`config.mk`:
```
export PLATFORM = sky130hd
export DESIGN_NAME = prod_accum
export DESIGN_NICKNAME = d
export VERILOG_FILES = /design/src/rtl/prod_accum_pkg.sv /design/src/rtl/prod_accum_acc_add.sv /design/src/rtl/prod_accum.sv
export SDC_FILE = /design/constraint.sdc
export NUM_CORES = 1
export LEC_CHECK = 0
export ABC_CLOCK_PERIOD_IN_PS = 3350
export CAP_MARGIN = 25
export CORE_UTILIZATION = 46
export CTS_CLUSTER_DIAMETER = 100
export DETAILED_ROUTE_END_ITERATION = 12
export PLACE_DENSITY = 0.72
export SYNTH_ARGS = -nofsm -noshare
export SYNTH_HDL_FRONTEND = slang
export SYNTH_SLANG_ARGS = --single-unit
```
`constraint.sdc`:
```
create_clock -name clk -period 3.35 [get_ports clk]
set_input_delay 0.67 -clock clk [delete_from_list [all_inputs] [get_ports clk]]
set_output_delay 0.67 -clock clk [all_outputs]
set_load 0.005 [all_outputs]
```
`src/rtl/prod_accum_pkg.sv`:
```
// ============================================================================
// prod_accum_pkg - shared state encoding, default widths and count-width helper
// Rev 1.0
// ============================================================================
`default_nettype none

package prod_accum_pkg;

  typedef enum logic [1:0] {
    ST_IDLE  = 2'd0,
    ST_ACCUM = 2'd1,
    ST_HOLD  = 2'd2
  } state_e;

  localparam int unsigned c_DEF_PROD_W    = 16;
  localparam int unsigned c_DEF_ACC_W     = 24;
  localparam int unsigned c_DEF_MAX_BEATS = 256;

  // Width needed to hold every count from 0 up to and including max_beats.
  function automatic int unsigned cnt_width(input int unsigned max_beats);
    return $clog2(max_beats + 1);
  endfunction

endpackage

`default_nettype wire

```
`src/rtl/prod_accum_acc_add.sv`:
```
// ============================================================================
// acc_add - ACC_W accumulator adder with carry-out; saturates when ACC_SAT_EN is defined
// Rev 1.0
// ============================================================================
`default_nettype none

module acc_add #(
  parameter int unsigned PROD_W = 16,
  parameter int unsigned ACC_W  = 24
) (
  input  logic [ACC_W-1:0]  acc_i,
  input  logic [PROD_W-1:0] prod_i,
  output logic [ACC_W-1:0]  sum_o,
  output logic              carry_o
);

  logic [ACC_W:0] full_sum;

  assign full_sum = {1'b0, acc_i} + {{(ACC_W + 1 - PROD_W){1'b0}}, prod_i};
  assign carry_o  = full_sum[ACC_W];

`ifdef ACC_SAT_EN
  // Once pinned at all-ones, any non-zero product carries again, so the value sticks.
  assign sum_o = carry_o ? {ACC_W{1'b1}} : full_sum[ACC_W-1:0];
`else
  assign sum_o = full_sum[ACC_W-1:0];
`endif

endmodule

`default_nettype wire

```
`src/rtl/prod_accum.sv`:
```
// ============================================================================
// prod_accum - frames a valid/ready product stream into sum/count/overflow results
// Optional feature: ACC_SAT_EN (saturating accumulator). Rev 1.0
// ============================================================================
`default_nettype none

module prod_accum
  import prod_accum_pkg::*;
#(
  parameter int unsigned PROD_W    = c_DEF_PROD_W,
  parameter int unsigned ACC_W     = c_DEF_ACC_W,
  parameter int unsigned MAX_BEATS = c_DEF_MAX_BEATS
) (
  input  logic                                 clk,
  input  logic                                 rst_n,
  input  logic                                 in_valid,
  output logic                                 in_ready,
  input  logic [PROD_W-1:0]                    prod,
  input  logic                                 in_last,
  output logic                                 out_valid,
  input  logic                                 out_ready,
  output logic [ACC_W-1:0]                     out_sum,
  output logic [cnt_width(MAX_BEATS)-1:0]      out_count,
  output logic                                 out_ovf
);

  localparam int unsigned CNT_W = cnt_width(MAX_BEATS);

  state_e             state_q, state_d;
  logic [ACC_W-1:0]   acc_q, acc_d;
  logic [CNT_W-1:0]   cnt_q, cnt_d;
  logic               ovf_q, ovf_d;
  logic [ACC_W-1:0]   out_sum_q, out_sum_d;
  logic [CNT_W-1:0]   out_count_q, out_count_d;
  logic               out_ovf_q, out_ovf_d;
  logic               out_valid_q, out_valid_d;

  logic               beat;
  logic               first_beat;
  logic [ACC_W-1:0]   add_base;
  logic [ACC_W-1:0]   add_sum;
  logic               add_carry;
  logic [CNT_W-1:0]   cnt_next;
  logic               ovf_next;
  logic               frame_close;

  assign in_ready   = (state_q != ST_HOLD);
  assign beat       = in_valid && in_ready;
  assign first_beat = (state_q == ST_IDLE);

  // The first beat of a frame loads the product, so the adder sees a zero base.
  assign add_base = first_beat ? '0 : acc_q;

  acc_add #(
    .PROD_W (PROD_W),
    .ACC_W  (ACC_W)
  ) u_acc_add (
    .acc_i   (add_base),
    .prod_i  (prod),
    .sum_o   (add_sum),
    .carry_o (add_carry)
  );

  assign cnt_next    = first_beat ? CNT_W'(1) : cnt_q + CNT_W'(1);
  assign ovf_next    = first_beat ? add_carry : (ovf_q | add_carry);
  assign frame_close = in_last || (cnt_next == CNT_W'(MAX_BEATS));

  always_comb begin
    state_d     = state_q;
    acc_d       = acc_q;
    cnt_d       = cnt_q;
    ovf_d       = ovf_q;
    out_sum_d   = out_sum_q;
    out_count_d = out_count_q;
    out_ovf_d   = out_ovf_q;
    out_valid_d = out_valid_q;

    case (state_q)
      ST_IDLE, ST_ACCUM: begin
        if (beat) begin
          acc_d = add_sum;
          cnt_d = cnt_next;
          ovf_d = ovf_next;
          if (frame_close) begin
            out_sum_d   = add_sum;
            out_count_d = cnt_next;
            out_ovf_d   = ovf_next;
            out_valid_d = 1'b1;
            state_d     = ST_HOLD;
          end else begin
            state_d = ST_ACCUM;
          end
        end
      end
      ST_HOLD: begin
        // Result registers keep their value; only out_valid drops on handshake.
        if (out_ready) begin
          out_valid_d = 1'b0;
          acc_d       = '0;
          cnt_d       = '0;
          ovf_d       = 1'b0;
          state_d     = ST_IDLE;
        end
      end
      default: begin
        state_d = ST_IDLE;
      end
    endcase
  end

  always_ff @(posedge clk or negedge rst_n) begin
    if (!rst_n) begin
      state_q     <= ST_IDLE;
      acc_q       <= '0;
      cnt_q       <= '0;
      ovf_q       <= 1'b0;
      out_sum_q   <= '0;
      out_count_q <= '0;
      out_ovf_q   <= 1'b0;
      out_valid_q <= 1'b0;
    end else begin
      state_q     <= state_d;
      acc_q       <= acc_d;
      cnt_q       <= cnt_d;
      ovf_q       <= ovf_d;
      out_sum_q   <= out_sum_d;
      out_count_q <= out_count_d;
      out_ovf_q   <= out_ovf_d;
      out_valid_q <= out_valid_d;
    end
  end

  assign out_valid = out_valid_q;
  assign out_sum   = out_sum_q;
  assign out_count = out_count_q;
  assign out_ovf   = out_ovf_q;

endmodule

`default_nettype wire

```
Word-level counts from Yosys, hierarchy flattened:

Cells that the tools add are included.

* bits in registers: 71
* bits of input ports: 21
* output and inout port bits: 36
* logic and storage cells: 46

* $add $sub $neg: 2
* equal/unequal tests: 7
* muxes and demuxes: 19
* bitwise logic cells: 1
* reduce and logical (&&, ||, !) cells: 9

Operator list (number)
* 24-bit two-way mux: 3
* 24-bit one-hot mux with 2 select lines: 1
* 9-bit two-way mux: 3
* 24-bit by 16-bit adder with 25-bit output: 1
* 9-bit one-hot mux with 2 select lines: 1
* 9-bit by 1-bit adder with 9-bit output, second input constant: 1
* 9-bit == test, second input constant: 1
* 2-bit inequality test, second input constant: 4
* 2-bit two-way mux: 3
* 3-bit AND reduction: 2
* 1-bit two-way mux: 5
* 1-bit one-hot mux with 2 select lines: 2
* 2-bit one-hot mux with 2 select lines: 1
* 4-bit AND reduction: 1
* 2-bit by 1-bit == test with 1-bit output, second input constant: 1
* 2-bit == test, second input constant: 1
* 2-bit zero test: 1
* 2-bit AND reduction: 1
* 2-bit nonzero test: 1
* 2-bit OR reduction: 1
* 1-bit logical AND: 1
* 1-bit logical OR: 1
* 1-bit bitwise OR: 1

Longest topological paths before layout:

Gate-level depths: netlist (run 1).

* word-level depth: 7
* depth in mapped cells: 14
* gate-level depth less buffers: 11

Hierarchy:

A second synthesis (run 1) with hierarchy kept.

* cells, all modules: 409
* area, all modules: 4329.2 um2

Modules (own cells, without submodules)
* prod_accum: times used 1, cells an instance 256, area each 3249.4 um2, sequential area each 1776.7 um2
* acc_add: times used 1, cells an instance 153, area each 1079.8 um2, sequential area each 0.0 um2

Least setup slack after synthesis (run 1):

No wires, ideal clock.

* kind: reg-to-reg
* start: reg state_q[1]
* end: reg acc_q[16]
* setup time: 0.122 ns
* arrival time: 3.127 ns
* required time: 3.228 ns
* setup slack: 0.102 ns
* stages on the path, launching flop included: 14
* buffers on the path: 3
* period minus slack after synthesis: 3.248 ns
* path through: dfrtp_1 or2_2 buf_4 clkbuf_1 clkbuf_1 and2_1 ha_1 fa_1 a21o_1 a31o_2 nand3_1 a21oi_1 or2_1 a32o_1

* word-level cells in the longest chain between the ends: 5
* elaborated cells between the ends (all ways): 14
* those cells by class: 1 x add/sub; 5 x eq/ne; 3 x mux; 5 x reduce/logical

Ends and longest elaborated chain
* start: declaration: RTL line prod_accum.sv:29 `state_e state_q, state_d;`
* start signal: assignment: RTL line prod_accum.sv:122 `state_q <= state_d;`
* 2-bit zero test: RTL line prod_accum.sv:49, prod_accum.sv:78
* 24-bit two-way mux: RTL line prod_accum.sv:52 `assign add_base = first_beat ? '0 : acc_q;`
* 24-bit by 16-bit adder with 25-bit output: RTL line prod_accum_acc_add.sv:19 `assign full_sum = {1'b0, acc_i} + {{(ACC_W + 1 - PROD_W){1'b0}}, prod_i};`
* 24-bit two-way mux: RTL line prod_accum.sv:80 `if (beat) begin`
* 24-bit one-hot mux with 2 select lines: RTL line prod_accum.sv:78 `case (state_q)`
* end signal: assignment: RTL line prod_accum.sv:114 `acc_q <= '0;`
* end signal: assignment: RTL line prod_accum.sv:123 `acc_q <= acc_d;`
* end: declaration: RTL line prod_accum.sv:30 `logic [ACC_W-1:0] acc_q, acc_d;`

Several ways; a longest one is shown, not always the timed one. The select of a mux whose other input is x is not followed.
A chain may end at the register's enable or synchronous reset.

Final worst setup path (run 1):

Same ends and word-level chain as after synthesis.

==> load_flow_metrics.sql, run 1 <==
INSERT INTO impl_metrics (metric_group, metric, value, unit) VALUES
('sta', 'number_of_endpoints_failing_setup_at_the_final_stage', '0', ''),
('power', 'switching_fraction_of_total_power', '33.05', '%'),
('cts', 'cts-root-to-sink-buffers', '2', ''),
('yosys', 'seq_total_area_yosys', '43.12', '%'),
('routing', 'post_drt_wl_per_cell', '15.81', 'um'),
('sta', 'finClkSkew', '0.01238', 'ns'),
('routing', 'final_antenna_net_count', '0', ''),
('floorplan', 'ioPinCount', '57', ''),
('critical_path', 'timing.critical_path.fanout_max', '20', ''),
('run_status', 'status', 'finished clean', ''),
('finish', 'final.fill_count', '783', ''),
('floorplan', 'initial_core_util', '47.48', '%'),
('routing', 'drt-initial-drc-count', '175', ''),
('yosys', 'post_synth_and_or_nand_nor_area_fraction', '18.95', '%'),
('sta', 'finalHoldViolations', '0', ''),
('floorplan', 'die-width', '96.64', 'um'),
('yosys', 'synth_top_cells_by_area', 'dfrtp_1 43%, nand2_1 8.9%, ha_1 5.2%', ''),
('floorplan', 'fp-row-count', '34', ''),
('power', 'power.leakage', '2.273', 'nW'),
('power', 'net-switching-power', '1.123', 'mW'),
('cts', 'cts-root-buf', 'clkbuf_8', ''),
('yosys', 'synth.distinct_cells', '48', ''),
('global_route', 'overflow', '0', ''),
('sta', 'max_clock_freq', '321.2', 'MHz'),
('yosys', 'synth-warning-count', '0', ''),
('sta', 'fin_crit', '3.114', 'ns'),
('place', 'port_buffers', '56', ''),
('routing', 'drt-vias-per-instance', '5.597', ''),
('cts', 'tritoncts_num_sinks', '71', ''),
('power', 'max-vdd-ir-drop', '0.0002956', 'V'),
('yosys', 'synth_compound_gate_area_share', '21.20', '%'),
('yosys', 'synth_top_cell_area_share', '43.12', '%'),
('yosys', 'mappedNetlistArea', '0.004120', 'mm^2'),
('finish', 'sequential_cell_area', '0.001777', 'mm^2'),
('critical_path', 'critical_path_start_end_classification', 'flip-flop to flip-flop', ''),
('finish', 'most_common_cell_after_layout_fill_and_taps_aside', 'nand2_1', ''),
('yosys', 'largest_family_of_logic_cells_by_synthesized_area', 'compound AO/OA/AOI/OAI gates', ''),
('finish', 'final_layout_size_suffix_gt1_share', '7.874', '%'),
('place', 'hpwlAfterDp', '6918', 'um'),
('cts', 'clk_transition_reported_paths', '0.08', 'ns'),
('sta', 'final_max_slew_viol_count', '0', ''),
('cts', 'number_of_buffers_added_by_the_clock_tree_synthesis_step', '9', ''),
('yosys', 'syn_nets', '492', ''),
('finish', 'num_antenna_cells', '0', ''),
('min_path', 'worst_hold_path_type', 'input port to asynchronous set/reset pin', ''),
('cts', 'insertion_delay', '0.36', 'ns'),
('sta', 'fin_hold_ws', '0.2626', 'ns'),
('finish', 'layout.cells.most_common_list', '98 x nand2_1, 71 x dfrtp_1, 55 x clkdlybuf4s50_1', ''),
('power', 'power_density', '677.4', 'mW/mm^2'),
('global_route', 'global_route_wire_length_before_repair', '16480', 'um'),
('finish', 'area_growth', '21.77', '%'),
('power', 'power.total', '3.399', 'mW'),
('power', 'internal_power', '2.276', 'mW'),
('critical_path', 'regToRegSetupSlack', '0.24', 'ns'),
('yosys', 'synth.avg_cell_area', '9.095', 'um^2'),
('critical_path', 'cp.required', '3.64', 'ns'),
('power', 'p_comb_share', '37.9', '%'),
('yosys', 'yosys.area.top_type', 'dfrtp_1', ''),
('global_route', 'grt_max_degree', '50', ''),
('sta', 'layout_worst_path_cycle_share', '92.95', '%'),
('yosys', 'ys.flop_type', 'dfrtp_1', ''),
('critical_path', 'cp.arrival', '3.40', 'ns'),
('critical_path', 'critPathLaunchType', 'flip-flop', ''),
('floorplan', 'dieArea', '0.009339', 'mm^2'),
('finish', 'multi_input_area', '0.002191', 'mm^2'),
('cts', 'ctsHtreeMaxLevel', '3', ''),
('yosys', 'number_of_flops_mapped_to_enable_cells_by_yosys', '0', ''),
('finish', 'finish.net_count', '543', ''),
('global_route', 'number_of_antenna_violations_at_the_first_check_in_global_routing', '0', ''),
('sta', 'fin_tns_setup', '0', 'ns'),
('routing', 'drc_errors', '0', '');
what timing repair did:
| action | 4_1_cts | 5_1_grt |
|---|---|---|
| hold buffers | 0 | 0 |
| setup endpoints to repair | 0 | 16 |
| setup buffers | 0 | 0 |
| resized for setup | 0 | 2 |
| endpoints found under the hold margin | 0 | 0 |
routing by layer:
metal	wire (um)	part of all wire, %	up-vias	track usage [%]
met5	0	0	-	0
met4	145	1.5	0	7.807
met3	343	3.5	12	3.251
met2	4486	46	72	33.97
met1	4766	49	1678	30.78
li1	-	-	1686	-
registers in the layout, summed over array words and instances, names as in the netlist:
name / count
state_q: 2
cnt_q: 9
out_sum: 24
acc_q: 24
out_valid: 1
out_ovf: 1
out_count: 9
ovf_q: 1
synth_stat cells, types with 14 or more instances:
cell type  count
and2_1        20
a21oi_1       20
clkbuf_1      16
dfrtp_1       71
ha_1          17
o21ai_0       40
xnor2_1       19
a22o_1        14
nand2_1       98
nand3_1       15
logic make-up (layout without fill, tap and decap cells):
| family | after synthesis | count (layout) |
|---|---|---|
| compound gates | 129 | 129 |
| fa+ha+maj | 18 | 18 |
| simple gates | 170 | 170 |
| mux | 2 | 2 |
| buf+inv | 32 | 87 |
| xor+xnor | 31 | 31 |
| flops | 71 | 71 |
through the flow:
stage | cell area [um^2] | utilization [%] | std cells | worst slack [ns]
after detailed placement | 4751 | 54.74 | 601 | 0.09025
after floorplan | 4120 | - | 453 | 0.1018
after global routing | 5017 | 57.81 | 616 | 0.06034
final | 5017 | 57.81 | 616 | 0.2363
after global placement | 4751 | 54.74 | 601 | 0.1473
after CTS | 5009 | 57.71 | 616 | 0.1066
path summary, 6_finish.rpt:
check,start,to,cells past startpoint
worst max-delay path,state_q[1]$_DFFE_PN0P_,acc_q[16]$_DFFE_PN0P_,11
worst min-delay path,rst_n,out_sum[4]$_DFFE_PN0P_,1
worst max register to register,state_q[1]$_DFFE_PN0P_,acc_q[16]$_DFFE_PN0P_,11
worst min register to register,out_sum[0]$_DFFE_PN0P_,out_sum[0]$_DFFE_PN0P_,2
max in group asynchronous,rst_n,acc_q[16]$_DFFE_PN0P_,2
min in group clk,out_sum[0]$_DFFE_PN0P_,out_sum[0]$_DFFE_PN0P_,2
area by class of cell:
class	count	share of cell area, %
multi-input combinational	350	43.67
sequential	71	35.41
timing repair buffer	67	12.72
tap	108	2.693
clock inverter	6	2.668
clock buffer	9	2.469
inverter	5	0.3741
power by group through the flow:
stage	sequential, mW	clock (mW)	combinational, mW
finish	1.20	0.916	1.29
floorplan	1.20	0	0.801
detailed placement	1.21	0	1.28
CTS	1.20	0.921	1.28
global placement	1.20	0	1.25
global route	1.23	0.961	1.42
critical path, stage by stage, from the launching register on:
cell and delay [ns]:
dfrtp_1 0.44, or2_4 0.36, and2_1 0.19, ha_1 0.22, fa_1 0.41, a21o_1 0.21, a31o_2 0.27, nand3_1 0.13
a21oi_1 0.14, or2_1 0.30, o21ai_0 0.22, a32o_1 0.16
Note: power is estimated with default switching activity, not from simulation.
==> run 2, diff against run 1 <==
--- a/config.mk
+++ b/config.mk
@@ -7,7 +7,9 @@
 export LEC_CHECK = 0
 export ABC_CLOCK_PERIOD_IN_PS = 3350
 export CAP_MARGIN = 25
+export CORE_MARGIN = 2
 export CORE_UTILIZATION = 46
+export CTS_BUF_LIST = sky130_fd_sc_hd__clkbuf_4 sky130_fd_sc_hd__clkbuf_8
 export CTS_CLUSTER_DIAMETER = 100
 export DETAILED_ROUTE_END_ITERATION = 12
 export PLACE_DENSITY = 0.72
==> run 2 against run 1 <==
Clock power is 32% lower. Setup slack worse by 0.019 ns. Final cell count is 0.16% higher. First-iteration DRC count is 11% higher. Clock-buffer cell count is 3 higher. Hold slack better by 0.21 ns. Critical path depth stayed put.
==> load_flow_metrics.sql, run 2 (synthesized netlist as in run 1, its figures left out) <==
INSERT INTO impl_metrics (metric_group, metric, value, unit) VALUES
('min_path', 'timing.hold.worst_path_depth', '2', ''),
('critical_path', 'regToRegSetupSlack', '0.22', 'ns'),
('critical_path', 'cp.required', '3.55', 'ns'),
('floorplan', 'dieArea', '0.009730', 'mm^2'),
('critical_path', 'timing.critical_path.fanout_max', '20', ''),
('critical_path', 'critical_path_start_end_classification', 'flip-flop to flip-flop', ''),
('routing', 'vias', '3484', ''),
('critical_path', 'critPathLaunchType', 'flip-flop', ''),
('sta', 'fin_hold_ws', '0.4721', 'ns'),
('critical_path', 'startpoint', 'state_q[0]$_DFFE_PN0P_', ''),
('sta', 'fin_crit', '3.133', 'ns'),
('critical_path', 'worstPathCellList', 'or2_4 -> and2_1 -> ha_1 -> fa_1 -> a21o_1 -> a31o_2 -> nand3_1 -> a21oi_1 -> or2_1 -> xor2_1 -> o21ai_0', ''),
('sta', 'finalHoldViolations', '0', ''),
('critical_path', 'critical_path.max_stage_delay', '0.43', 'ns'),
('routing', 'drt-vias-per-instance', '5.647', ''),
('critical_path', 'critPathSlowestCell', 'dfrtp_1', ''),
('finish', 'final_layout_size_suffix_gt1_share', '8.055', '%'),
('job', 'maxCapViolCount', '0', ''),
('power', 'max-vdd-ir-drop', '0.0002756', 'V'),
('min_path', 'hold_path.startpoint', 'out_sum[3]$_DFFE_PN0P_', ''),
('routing', 'final_antenna_net_count', '0', ''),
('finish', 'finish.net_count', '544', ''),
('cts', 'cts_post_setup_buffers_inserted', '0', ''),
('critical_path', 'r2r_end', 'out_sum[16]$_DFFE_PN0P_', ''),
('global_route', 'groute.usage.overall', '21.23', '%'),
('sta', 'finClkSkew', '0.005810', 'ns'),
('power', 'power.leakage', '2.244', 'nW'),
('power', 'power_density', '633.3', 'mW/mm^2'),
('routing', 'drt_pass1_iterations', '4', ''),
('cts', 'clk_transition_reported_paths', '0.07', 'ns'),
('place', 'port_buffers', '56', ''),
('critical_path', 'worstPathBufferInverterCount', '0', ''),
('cts', 'ctsHtreeMaxLevel', '3', ''),
('routing', 'post_drt_wl_per_cell', '16.03', 'um'),
('sta', 'layout_worst_path_cycle_share', '93.51', '%'),
('cts', 'cts-root-to-sink-buffers', '2', ''),
('sta', 'number_of_endpoints_failing_setup_at_the_final_stage', '0', ''),
('cts', 'cts_tree', 'done', ''),
('place', 'dp_slack', '0.03907', 'ns'),
('global_route', 'first_global_vias', '3537', ''),
('cts', 'cts-root-buf', 'clkbuf_8', ''),
('critical_path', 'crit_path_end_kind', 'flip-flop', ''),
('sta', 'fin_tns_setup', '0', 'ns'),
('cts', 'cts.hold.buffers_added', '0', ''),
('cts', 'tritoncts_num_sinks', '71', ''),
('global_route', 'overflow', '0', ''),
('floorplan', 'floorplan.core_area', '0.008721', 'mm^2'),
('finish', 'area_growth', '20.01', '%'),
('finish', 'most_common_cell_after_layout_fill_and_taps_aside', 'nand2_1', ''),
('floorplan', 'die-width', '98.64', 'um'),
('finish', 'final.fill_count', '800', ''),
('global_route', 'global_route_wire_length_before_repair', '16700', 'um'),
('routing', 'drt-initial-drc-count', '195', ''),
('cts', 'number_of_buffers_added_by_the_clock_tree_synthesis_step', '9', ''),
('place', 'hpwlAfterDp', '6874', 'um'),
('finish', 'num_antenna_cells', '0', ''),
('critical_path', 'worst_r2r_startpoint', 'state_q[0]$_DFFE_PN0P_', ''),
('floorplan', 'fp-row-count', '34', ''),
('place', 'gp_routability_congestion', '0.8849', ''),
('critical_path', 'cp.arrival', '3.33', 'ns'),
('critical_path', 'cp_top_family', 'simple AND/OR/NAND/NOR gates', ''),
('sta', 'final_max_slew_viol_count', '0', ''),
('floorplan', 'floorplan_die_height', '98.64', 'um'),
('critical_path', 'r2r_cells', '11', ''),
('routing', 'drc_errors', '0', ''),
('floorplan', 'initial_core_util', '47.25', '%'),
('sta', 'max_clock_freq', '319.2', 'MHz'),
('floorplan', 'ioPinCount', '57', ''),
('sta', 'setup_slack', '0.2173', 'ns'),
('min_path', 'timing.hold.worst_endpoint', 'out_sum[3]$_DFFE_PN0P_', ''),
('global_route', 'number_of_antenna_violations_at_the_first_check_in_global_routing', '0', ''),
('run_status', 'status', 'finished clean', ''),
('routing', 'final_routed_wirelength', '9892', 'um'),
('finish', 'layout.cells.most_common_list', '98 x nand2_1, 71 x dfrtp_1, 55 x clkdlybuf4s50_1', ''),
('sta', 'worst_slew_pin_slew', '0.9200', 'ns'),
('global_route', 'grt_max_degree', '72', ''),
('min_path', 'worst_hold_path_type', 'flip-flop to flip-flop', ''),
('sta', 'rsz_0062_raised_after_global_routing', 'false', ''),
('sta', 'max_slew_margin', '38.67', '%'),
('cts', 'insertion_delay', '0.34', 'ns');
==> run 2: cell types whose count changed in the layout (fill, tap and decap cells not counted), sizes merged <==
cell    before  now
clkinv       2    3
buf         12   13
clkbuf       9   12
bufinv       4    0
==> run 2: cell type report <==
| type | instances | area [um^2] | area share, % |
|---|---|---|---|
| flip-flops and latches | 71 | 1777 | 35.93 |
| multi-input cells | 350 | 2191 | 44.31 |
| repair buffers | 68 | 645.6 | 13.06 |
| inverters | 5 | 18.77 | 0.3796 |
| well taps | 108 | 135.1 | 2.733 |
| clock inverters | 3 | 18.77 | 0.3796 |
| clock buffers | 12 | 158.9 | 3.214 |
==> run 2: tightest hold or removal path, stage by stage (launching register included) <==
cell	delay (ns)
dfrtp_1	0.34
nand2_1	0.05
nand2_1	0.05
==> run 2: worst max path at each step <==
stage                         endpoint  cells past startpoint
2_1_floorplan    acc_q[16]$_DFFE_PN0P_                     13
3_3_place_gp   out_sum[23]$_DFFE_PN0P_                      9
3_5_place_dp   out_sum[23]$_DFFE_PN0P_                      9
4_1_cts        out_sum[16]$_DFFE_PN0P_                     11
5_1_grt          acc_q[21]$_DFFE_PN0P_                     10
6_report       out_sum[16]$_DFFE_PN0P_                     11
==> run 2: what timing repair did <==
action,in CTS,in global routing
setup endpoints to repair,0,14
resized for setup,0,2
endpoints found under the hold margin,0,0
==> run 2: power by group <==
| part | switching [mW] | total [mW] | internal, mW |
|---|---|---|---|
| Clock | 0.315 | 0.627 | 0.312 |
| Combinational | 0.661 | 1.30 | 0.644 |
| Sequential | 0.125 | 1.20 | 1.07 |
| Total | 1.10 | 3.13 | 2.03 |
==> run 2: layer usage <==
metal  vias up  routed length (um)  track usage (%)
li1       1692                   -                -
met1      1689                4605            28.28
met2        93                4719            34.90
met3        10                 467            3.901
met4         0                  99            7.482
met5         -                   0                0
==> run 2: through the flow <==
stage	util, %	power, mW	std cells	area [um^2]
6_report	56.70	3.132	617	4945
5_1_grt	56.70	3.363	617	4945
4_1_cts	56.51	3.145	616	4928
3_5_place_dp	54.48	2.502	601	4751
3_3_place_gp	54.48	2.471	601	4751
2_1_floorplan	-	1.999	453	4120
==> run 3, diff against run 2 <==
--- a/config.mk
+++ b/config.mk
@@ -7,12 +7,14 @@
 export LEC_CHECK = 0
 export ABC_CLOCK_PERIOD_IN_PS = 3350
 export CAP_MARGIN = 25
+export CELL_PAD_IN_SITES_DETAIL_PLACEMENT = 1
+export CELL_PAD_IN_SITES_GLOBAL_PLACEMENT = 2
 export CORE_MARGIN = 2
-export CORE_UTILIZATION = 46
+export CORE_UTILIZATION = 32
 export CTS_BUF_LIST = sky130_fd_sc_hd__clkbuf_4 sky130_fd_sc_hd__clkbuf_8
 export CTS_CLUSTER_DIAMETER = 100
 export DETAILED_ROUTE_END_ITERATION = 12
-export PLACE_DENSITY = 0.72
+export PLACE_DENSITY_LB_ADDON = 0.1
 export SYNTH_ARGS = -nofsm -noshare
 export SYNTH_HDL_FRONTEND = slang
 export SYNTH_SLANG_ARGS = --single-unit
==> run 3 against run 2 <==
Clock-buffer cell count rose by 1. Fmax rose by 1.8%. Via count rose by 1.5%. Sequential power barely moved. First-iteration DRC count fell by 42%. Clock skew barely moved. Die area rose by 42%. Global-route usage fell by 3.2 points. Critical path type unchanged. Largest power group unchanged. Highest routed layer unchanged.
==> load_flow_metrics.sql, run 3 (synthesized netlist as in run 1, its figures left out) <==
INSERT INTO impl_metrics (metric_group, metric, value, unit) VALUES
('cts', 'cts-root-buf', 'clkbuf_8', ''),
('critical_path', 'critPathSlowestCell', 'fa_1', ''),
('finish', 'most_common_cell_after_layout_fill_and_taps_aside', 'nand2_1', ''),
('sta', 'finClkSkew', '0.005855', 'ns'),
('sta', 'fin_crit', '3.077', 'ns'),
('finish', 'finish.net_count', '550', ''),
('cts', 'ctsHtreeMaxLevel', '3', ''),
('critical_path', 'crit_path_end_kind', 'flip-flop', ''),
('floorplan', 'initial_core_util', '32.65', '%'),
('job', 'maxCapViolCount', '0', ''),
('routing', 'final_antenna_net_count', '0', ''),
('power', 'max-vdd-ir-drop', '0.0002645', 'V'),
('min_path', 'worst_hold_path_type', 'input port to asynchronous set/reset pin', ''),
('routing', 'drt-vias-per-instance', '5.138', ''),
('finish', 'final_core_util', '40.88', '%'),
('routing', 'drc_errors', '0', ''),
('global_route', 'grt_max_degree', '50', ''),
('cts', 'clk_transition_reported_paths', '0.08', 'ns'),
('floorplan', 'floorplan_die_height', '117.5', 'um'),
('cts', 'insertion_delay', '0.37', 'ns'),
('place', 'dpl-instance-area', '0.004896', 'mm^2'),
('finish', 'layout.cells.most_common_list', '98 x nand2_1, 71 x dfrtp_1, 55 x clkdlybuf4s50_1', ''),
('global_route', 'global_route_wire_length_before_repair', '19890', 'um'),
('finish', 'num_antenna_cells', '0', ''),
('sta', 'worst_slew_pin_slew', '0.8268', 'ns'),
('sta', 'number_of_endpoints_failing_setup_at_the_final_stage', '0', ''),
('sta', 'final_max_slew_viol_count', '0', ''),
('power', 'power_density', '670.0', 'mW/mm^2'),
('finish', 'final_layout_size_suffix_gt1_share', '9.496', '%'),
('critical_path', 'critical_path_start_end_classification', 'flip-flop to flip-flop', ''),
('sta', 'fin_hold_ws', '0.3851', 'ns'),
('critical_path', 'worstPathCellList', 'or2_4 -> and2_1 -> ha_1 -> fa_1 -> a21o_1 -> a31o_2 -> nand3_1 -> a21oi_1 -> o211ai_1 -> a21oi_1 -> o22ai_1', ''),
('critical_path', 'critPathMostFrequentCell', 'a21oi_1', ''),
('global_route', 'first_global_vias', '3773', ''),
('routing', 'final_routed_wirelength', '11870', 'um'),
('routing', 'drt_pass1_iterations', '4', ''),
('finish', 'area_growth', '25.21', '%'),
('global_route', 'number_of_antenna_violations_at_the_first_check_in_global_routing', '0', ''),
('sta', 'fin_tns_setup', '0', 'ns'),
('run_status', 'status', 'finished clean', ''),
('sta', 'finalHoldViolations', '0', ''),
('global_route', 'groute.usage.overall', '18.03', '%'),
('critical_path', 'cp.required', '3.64', 'ns'),
('finish', 'finish.instance_area', '0.005159', 'mm^2'),
('place', 'hpwlAfterDp', '8643', 'um'),
('routing', 'post_drt_wl_per_cell', '17.25', 'um'),
('sta', 'max_clock_freq', '325.0', 'MHz'),
('floorplan', 'dieArea', '0.01380', 'mm^2'),
('place', 'gp_routability_congestion', '0.7611', ''),
('critical_path', 'cp.arrival', '3.36', 'ns'),
('power', 'power.leakage', '2.310', 'nW'),
('critical_path', 'timing.critical_path.fanout_max', '15', ''),
('sta', 'rsz_0062_raised_after_global_routing', 'false', ''),
('global_route', 'overflow', '0', ''),
('place', 'port_buffers', '56', ''),
('cts', 'tritoncts_num_sinks', '71', ''),
('sta', 'max_slew_margin', '44.88', '%'),
('routing', 'drt-initial-drc-count', '113', ''),
('critical_path', 'critical_path.max_stage_delay', '0.43', 'ns'),
('critical_path', 'critPathLaunchType', 'flip-flop', ''),
('routing', 'vias', '3535', ''),
('sta', 'layout_worst_path_cycle_share', '91.85', '%'),
('cts', 'cts-root-to-sink-buffers', '2', ''),
('floorplan', 'die-width', '117.5', 'um'),
('floorplan', 'floorplan.core_area', '0.01262', 'mm^2'),
('floorplan', 'ioPinCount', '57', ''),
('floorplan', 'fp-row-count', '41', ''),
('cts', 'cts_tree', 'done', ''),
('cts', 'number_of_buffers_added_by_the_clock_tree_synthesis_step', '9', '');
==> run 3: cell count changes in the layout (fill, tap and decap cells not counted) <==
cell / previous run / this run
o21ai_2: 0 / 1
clkbuf_4: 1 / 3
bufinv_16: 0 / 3
clkbuf_8: 11 / 10
buf_12: 0 / 1
o21ai_1: 5 / 4
buf_4: 12 / 17
clkinv_2: 2 / 0
clkinv_4: 1 / 0
==> run 3: what timing repair did <==
action	CTS	global route
gates resized for setup	0	3
buffers inserted	0	0
hold buffers	0	0
setup endpoints to repair	0	12
==> run 3: final cells by class <==
type                            instances  area (um^2)
Multi-Input combinational cell        350         2195
Clock buffer                           13        160.2
Inverter                                5        18.77
Timing Repair Buffer                   74        703.2
Sequential cell                        71         1777
Clock inverter                          3        90.09
Fill cell                            1511         7461
Tap cell                              172        215.2
==> run 3: where the power goes <==
group | internal, mW | switching, mW | leakage [nW] | total, mW
clock | 0.541 | 0.350 | 0.128 | 0.891
sequential | 1.07 | 0.120 | 0.926 | 1.19
combinational | 0.670 | 0.701 | 1.26 | 1.37
==> run 3: worst max-delay path, delay by kind of cell, from the launching register on <==
family                   cells  cell delay (ns)
AO/OA/AOI/OAI                6             1.28
AND/OR/NAND/NOR              3             0.68
flip-flops                   1             0.38
adder cells (fa/ha/maj)      2             0.66
==> run 3: final timing paths <==
path / slack [ns] / cells after the start / from / to
worst max register to register: 0.27 / 11 / state_q[1]$_DFFE_PN0P_ / acc_q[22]$_DFFE_PN0P_
min in group clk: 0.48 / 2 / out_count[7]$_DFFE_PN0P_ / out_count[7]$_DFFE_PN0P_
worst min register to register: 0.48 / 2 / out_count[7]$_DFFE_PN0P_ / out_count[7]$_DFFE_PN0P_
max in group asynchronous: 2.25 / 2 / rst_n / out_sum[5]$_DFFE_PN0P_
worst max-delay path: 0.27 / 11 / state_q[1]$_DFFE_PN0P_ / acc_q[22]$_DFFE_PN0P_
worst min-delay path: 0.39 / 1 / rst_n / out_count[5]$_DFFE_PN0P_
==> run 3: metrics by stage <==
step	setup slack, ns	power (mW)	instances
after global routing	0.07688	3.700	688
after detailed placement	0.009439	2.587	672
final	0.2732	3.456	688
after CTS	0.04600	3.501	688
after floorplan	0.1018	1.999	453
after global placement	0.1010	2.568	672
==> run 3: per-layer routing <==
layer  routed length, um  vias to the layer above  share of wire, %  global-route usage (%)
met5                   0                        -                 0                       0
met4                 179                        0               1.5                   6.852
met3                 343                       12               2.9                   2.810
met2                5927                       45                50                   30.92
met1                5417                     1784                46                   22.91
li1                    -                     1694                 -                       -
